==> src/rtl/add_share_arbiter.sv <==
// Round-robin scheduler sharing one W-bit adder among NREQ requesters.
// Grants one requester per operation, latches its operands and returns a registered sum tagged by index.
module add_share_arbiter #(
    parameter  int NREQ = 4,
    parameter  int W    = 8,
    localparam int IDW  = $clog2(NREQ)
) (
    input  logic              clk,
    input  logic              rst_n,
    input  logic [NREQ-1:0]   req,
    input  logic [NREQ*W-1:0] op_a,
    input  logic [NREQ*W-1:0] op_b,
    output logic [NREQ-1:0]   gnt,
    output logic              rsp_valid,
    output logic [IDW-1:0]    rsp_id,
    output logic [W-1:0]      rsp_sum,
    output logic              rsp_carry,
    output logic              busy
);

    localparam logic [1:0] S_IDLE = 2'd0;
    localparam logic [1:0] S_CALC = 2'd1;
    localparam logic [1:0] S_RESP = 2'd2;

    logic [1:0]      r_state;
    logic [IDW-1:0]  r_ptr;
    logic [IDW-1:0]  r_id;
    logic [W-1:0]    r_a;
    logic [W-1:0]    r_b;
    logic [NREQ-1:0] r_gnt;
    logic            r_rsp_valid;
    logic [IDW-1:0]  r_rsp_id;
    logic [W-1:0]    r_sum;
    logic            r_carry;
    logic            r_busy;

    logic            w_any;
    logic [IDW-1:0]  w_win;
    logic [IDW:0]    w_sum_idx;
    logic [IDW:0]    w_cand;
    logic [IDW-1:0]  w_ptr_next;

    // Round-robin search: first requester at or above ptr, wrapping modulo NREQ.
    always_comb begin
        w_any     = 1'b0;
        w_win     = '0;
        w_sum_idx = '0;
        w_cand    = '0;
        for (int k = 0; k < NREQ; k++) begin
            w_sum_idx = {1'b0, r_ptr} + (IDW+1)'(k);
            w_cand    = (w_sum_idx >= (IDW+1)'(NREQ)) ? (w_sum_idx - (IDW+1)'(NREQ)) : w_sum_idx;
            w_win     = (req[w_cand] && !w_any) ? w_cand[IDW-1:0] : w_win;
            w_any     = w_any | req[w_cand];
        end
        w_ptr_next = (w_win == IDW'(NREQ-1)) ? '0 : (w_win + IDW'(1));
    end

    // Operation sequencer: arbitrate in IDLE, add in CALC, present result in RESP.
    always_ff @(posedge clk or negedge rst_n) begin
        if (!rst_n) begin
            r_state     <= S_IDLE;
            r_ptr       <= '0;
            r_id        <= '0;
            r_a         <= '0;
            r_b         <= '0;
            r_gnt       <= '0;
            r_rsp_valid <= 1'b0;
            r_rsp_id    <= '0;
            r_sum       <= '0;
            r_carry     <= 1'b0;
            r_busy      <= 1'b0;
        end else begin
            case (r_state)
                S_IDLE: begin
                    r_rsp_valid <= 1'b0;
                    if (w_any) begin
                        r_state <= S_CALC;
                        r_busy  <= 1'b1;
                        r_gnt   <= NREQ'(1) << w_win;
                        r_a     <= op_a[w_win*W +: W];
                        r_b     <= op_b[w_win*W +: W];
                        r_id    <= w_win;
                        r_ptr   <= w_ptr_next;
                    end else begin
                        r_state <= S_IDLE;
                        r_busy  <= 1'b0;
                        r_gnt   <= '0;
                    end
                end
                S_CALC: begin
                    r_state            <= S_RESP;
                    r_gnt              <= '0;
                    {r_carry, r_sum}   <= {1'b0, r_a} + {1'b0, r_b};
                    r_rsp_id           <= r_id;
                    r_rsp_valid        <= 1'b1;
                    r_busy             <= 1'b1;
                end
                S_RESP: begin
                    r_state     <= S_IDLE;
                    r_rsp_valid <= 1'b0;
                    r_busy      <= 1'b0;
                    r_gnt       <= '0;
                end
                default: begin
                    r_state     <= S_IDLE;
                    r_rsp_valid <= 1'b0;
                    r_busy      <= 1'b0;
                    r_gnt       <= '0;
                end
            endcase
        end
    end

    assign gnt       = r_gnt;
    assign rsp_valid = r_rsp_valid;
    assign rsp_id    = r_rsp_id;
    assign rsp_sum   = r_sum;
    assign rsp_carry = r_carry;
    assign busy      = r_busy;

endmodule
==> config.mk <==
export PLATFORM = sky130hd
export DESIGN_NAME = add_share_arbiter
export DESIGN_NICKNAME = d
export VERILOG_FILES = /design/src/rtl/add_share_arbiter.sv
export SDC_FILE = /design/constraint.sdc
export NUM_CORES = 1
export LEC_CHECK = 0
export CORE_MARGIN = 2
export CORE_UTILIZATION = 46
export CTS_BUF_LIST = sky130_fd_sc_hd__clkbuf_4 sky130_fd_sc_hd__clkbuf_8 sky130_fd_sc_hd__clkbuf_16
export DETAILED_ROUTE_END_ITERATION = 7
export GPL_TIMING_DRIVEN = 1
export PLACE_DENSITY = 0.85
export SLEW_MARGIN = 25
export SYNTH_ARGS = -nofsm -noshare
export SYNTH_HDL_FRONTEND = slang
export SYNTH_SLANG_ARGS = --single-unit
==> constraint.sdc <==
create_clock -name clk -period 4.75 [get_ports clk]
set_input_delay 0.7125 -clock clk [delete_from_list [all_inputs] [get_ports clk]]
set_output_delay 0.7125 -clock clk [all_outputs]
set_load 0.02 [all_outputs]
==> impl_metrics.py <==
metrics = {
    "power": {
        "p_clk_frac": 0.162,
        "p_sw_mw": 0.759,
        "swShare": 0.370,
        "p_int_mw": 1.29,
        "sequentialPowerShare": 0.287,
        "ir_drop_v": 0.000257,
        "p_comb_frac": 0.551,
        "cellPowerDensity_nw_per_um2": 649,
        "power_leakage_nw": 1.32,
    },
    "clock_tree": {
        "cts-root-buf": "clkbuf_8",
        "postCtsSetupRepairBufs": 0,
        "clock_sinks": 38,
        "cts_tree": "built",
        "cts_made_buffers": 5,
        "clk_path_buf_depth": 2,
        "ctsResizeCount": 0,
        "cts_max_level": 2,
        "clock_latency_ps": 300,
        "path_clk_slew_ps": 90,
        "holdBufCountCts": 0,
    },
    "global_route": {
        "antenna_found_initial": 0,
        "grt_util_all_layers": 0.204,
        "overflow": 0,
        "grt_start_max_net_pins": 39,
        "grt_pass1_wl_um": 7980,
        "grt_pass1_vias": 1681,
    },
    "sta": {
        "rsz0062_at_grt": "false",
        "hold_violations": 0,
        "finClkSkew_ps": 14.7,
        "relSlewSlack": 0.412,
        "tns_ps": 0,
        "fin_crit_sh": 0.603,
        "min_period_ps": 2860,
        "max_slew.worst_pin.slew_ps": 881,
        "setup_violations": 0,
        "drv_slew": 0,
        "fmax_mhz": 349,
    },
    "die": {
        "ios": 87,
        "rows": 24,
        "die_h_um": 72.0,
        "dieArea_um2": 5190,
        "die_w_um": 72.0,
        "initial_core_util": 0.482,
        "core_area_um2": 4410,
    },
    "synth": {
        "yosysWarningCount": 0,
        "synth.distinct_cells": 33,
        "ys.flop_type": "dfrtp_1",
        "yosysMostFrequentCell": "dfrtp_1",
        "ys_ff_latch": 38,
        "synthArstFlopShare": 1.00,
        "synth_edf_count": 0,
        "syn_area_um2": 2130,
        "synth_top_area_frac": 0.447,
        "ys_seq_area_frac": 0.447,
        "yosys-top-cells-area": "dfrtp_1, mux4_2, mux2_2",
        "syn_area_per_cell_um2": 12.4,
        "synth_fp_nets": 252,
        "synth_cells": 172,
        "synth_commonest_cells": "dfrtp_1, nand2_1, mux2_2",
        "synth_top_area_cell": "dfrtp_1",
    },
    "detailed_routing": {
        "drtAntennaViolNets": 0,
        "wl_um": 4890,
        "num_vias": 1711,
        "via_per_inst": 5.48,
        "dr.pass1.iters": 5,
        "drt_first_iter_violations": 76,
        "routedWlPerCell_um": 15.7,
        "drc": 0,
    },
    "critical_path": {
        "worst_ep_arrival_time_ps": 3060,
        "path_class": "in -> reg",
        "crit_fanout": 14,
        "critPathRequiredTime_ps": 4950,
        "path_cells": "clkdlybuf4s50_1 -> mux2i_1 -> nor2_1 -> a311o_1 -> buf_4 -> mux4_2 -> mux2_2",
        "critPathLaunchType": "input port",
        "endpoint_kind": "flip-flop",
        "cp_slowest_cell": "mux4_2",
        "slowest_delay_ps": 570,
    },
    "outcome": {
        "status": "complete, no violations",
    },
    "place": {
        "dpl.hpwl_um": 3800,
        "place_congestion": 0.732,
        "placed_area_um2": 3020,
        "io_buffers": 86,
    },
    "final_layout": {
        "diodes": 0,
        "fillCellCount": 329,
        "syn_to_final_growth_pct": 48.5,
        "drive_gt1_frac": 0.177,
        "nets": 339,
        "final_area_um2": 3160,
    },
    "min_path": {
        "hold_class": "reg -> reg",
    },
    "flow_run": {
        "cap_violations": 0,
    },
}
## path summary, 6_finish.rpt
path                           start         end  slack [ps]  depth (start not counted)
setup / recovery              req[0]      r_b[2]        1890                          7
max in group asynchronous      rst_n  r_state[0]        3720                          1
hold / removal             rsp_id[1]   rsp_id[1]         480                          2
min in group asynchronous      rst_n      r_a[2]         500                          1
hold reg to reg            rsp_id[1]   rsp_id[1]         480                          2
setup reg to reg            r_ptr[1]      r_b[2]        2310                          6
## final cells by class
class | count | area [um2] | share of cell area
multi-input combinational | 118 | 1110 | 0.350
sequential | 38 | 951 | 0.301
timing repair buffer | 88 | 871 | 0.276
clock buffer | 5 | 68.8 | 0.0218
clock inverter | 3 | 68.8 | 0.0218
tap | 52 | 65.1 | 0.0206
inverter | 8 | 30.0 | 0.00950
## power by group through the flow
stage / sequential [mW] / combinational [mW] / clock [mW]
final: 0.588 / 1.13 / 0.333
after global routing: 0.607 / 1.24 / 0.349
after CTS: 0.589 / 1.14 / 0.337
after detailed placement: 0.594 / 1.13 / 0
after global placement: 0.582 / 1.10 / 0
after floorplan: 0.645 / 0.741 / 0
## sequential cells by signal (all words and copies together) (netlist names), 2 cells and up
signal / flops
r_b: 8
r_a: 8
rsp_id: 2
r_ptr: 2
rsp_sum: 8
r_id: 2
gnt: 4
## layout by cell type, fill, tap and decap left out, drive strengths merged, types with 2 or more instances in the layout
cell            n
a21oi           8
buf             3
bufinv          2
clkbuf          5
clkdlybuf4s50  85
dfrtp          38
ha              9
inv             8
mux2           18
mux4           16
nand2          19
nand2b          2
nor2            8
nor2b           3
nor3            4
o211ai          3
o21ai           8
o21bai          2
xnor2           2
xor2            2
## logic make-up after synthesis
group,synth area share
AOI/OAI and AO/OA,0.0817
xor gates and xnor gates,0.0165
adders and majority gates,0.0623
buffers and inverters,0.0359
DFF,0.447
muxes,0.269
and+or+nand+nor,0.0876
## worst max-delay path, delay by kind of cell
kind | cells | cell delay [ps]
simple gates | 1 | 130
mux | 3 | 950
buf+inv | 2 | 920
compound gates | 1 | 360
## routing by layer
metal | up-vias | part of all wire | GRT usage
li1 | 802 | - | -
met1 | 804 | 0.38 | 0.252
met2 | 85 | 0.51 | 0.336
met3 | 20 | 0.063 | 0.0333
met4 | 0 | 0.041 | 0.124
met5 | - | 0 | 0
## metrics by stage
stage | total power, mW | hold slack [ps] | worst slack (ps) | util | std cells
after floorplan | 1.39 | 417 | 2550 | - | 172
after global placement | 1.68 | 461 | 1720 | 0.685 | 304
after detailed placement | 1.72 | 470 | 1630 | 0.685 | 304
after CTS | 2.07 | 487 | 1940 | 0.716 | 312
after global routing | 2.20 | 510 | 1820 | 0.716 | 312
final | 2.05 | 478 | 1890 | 0.716 | 312
Power figures use the tool's default switching activity.
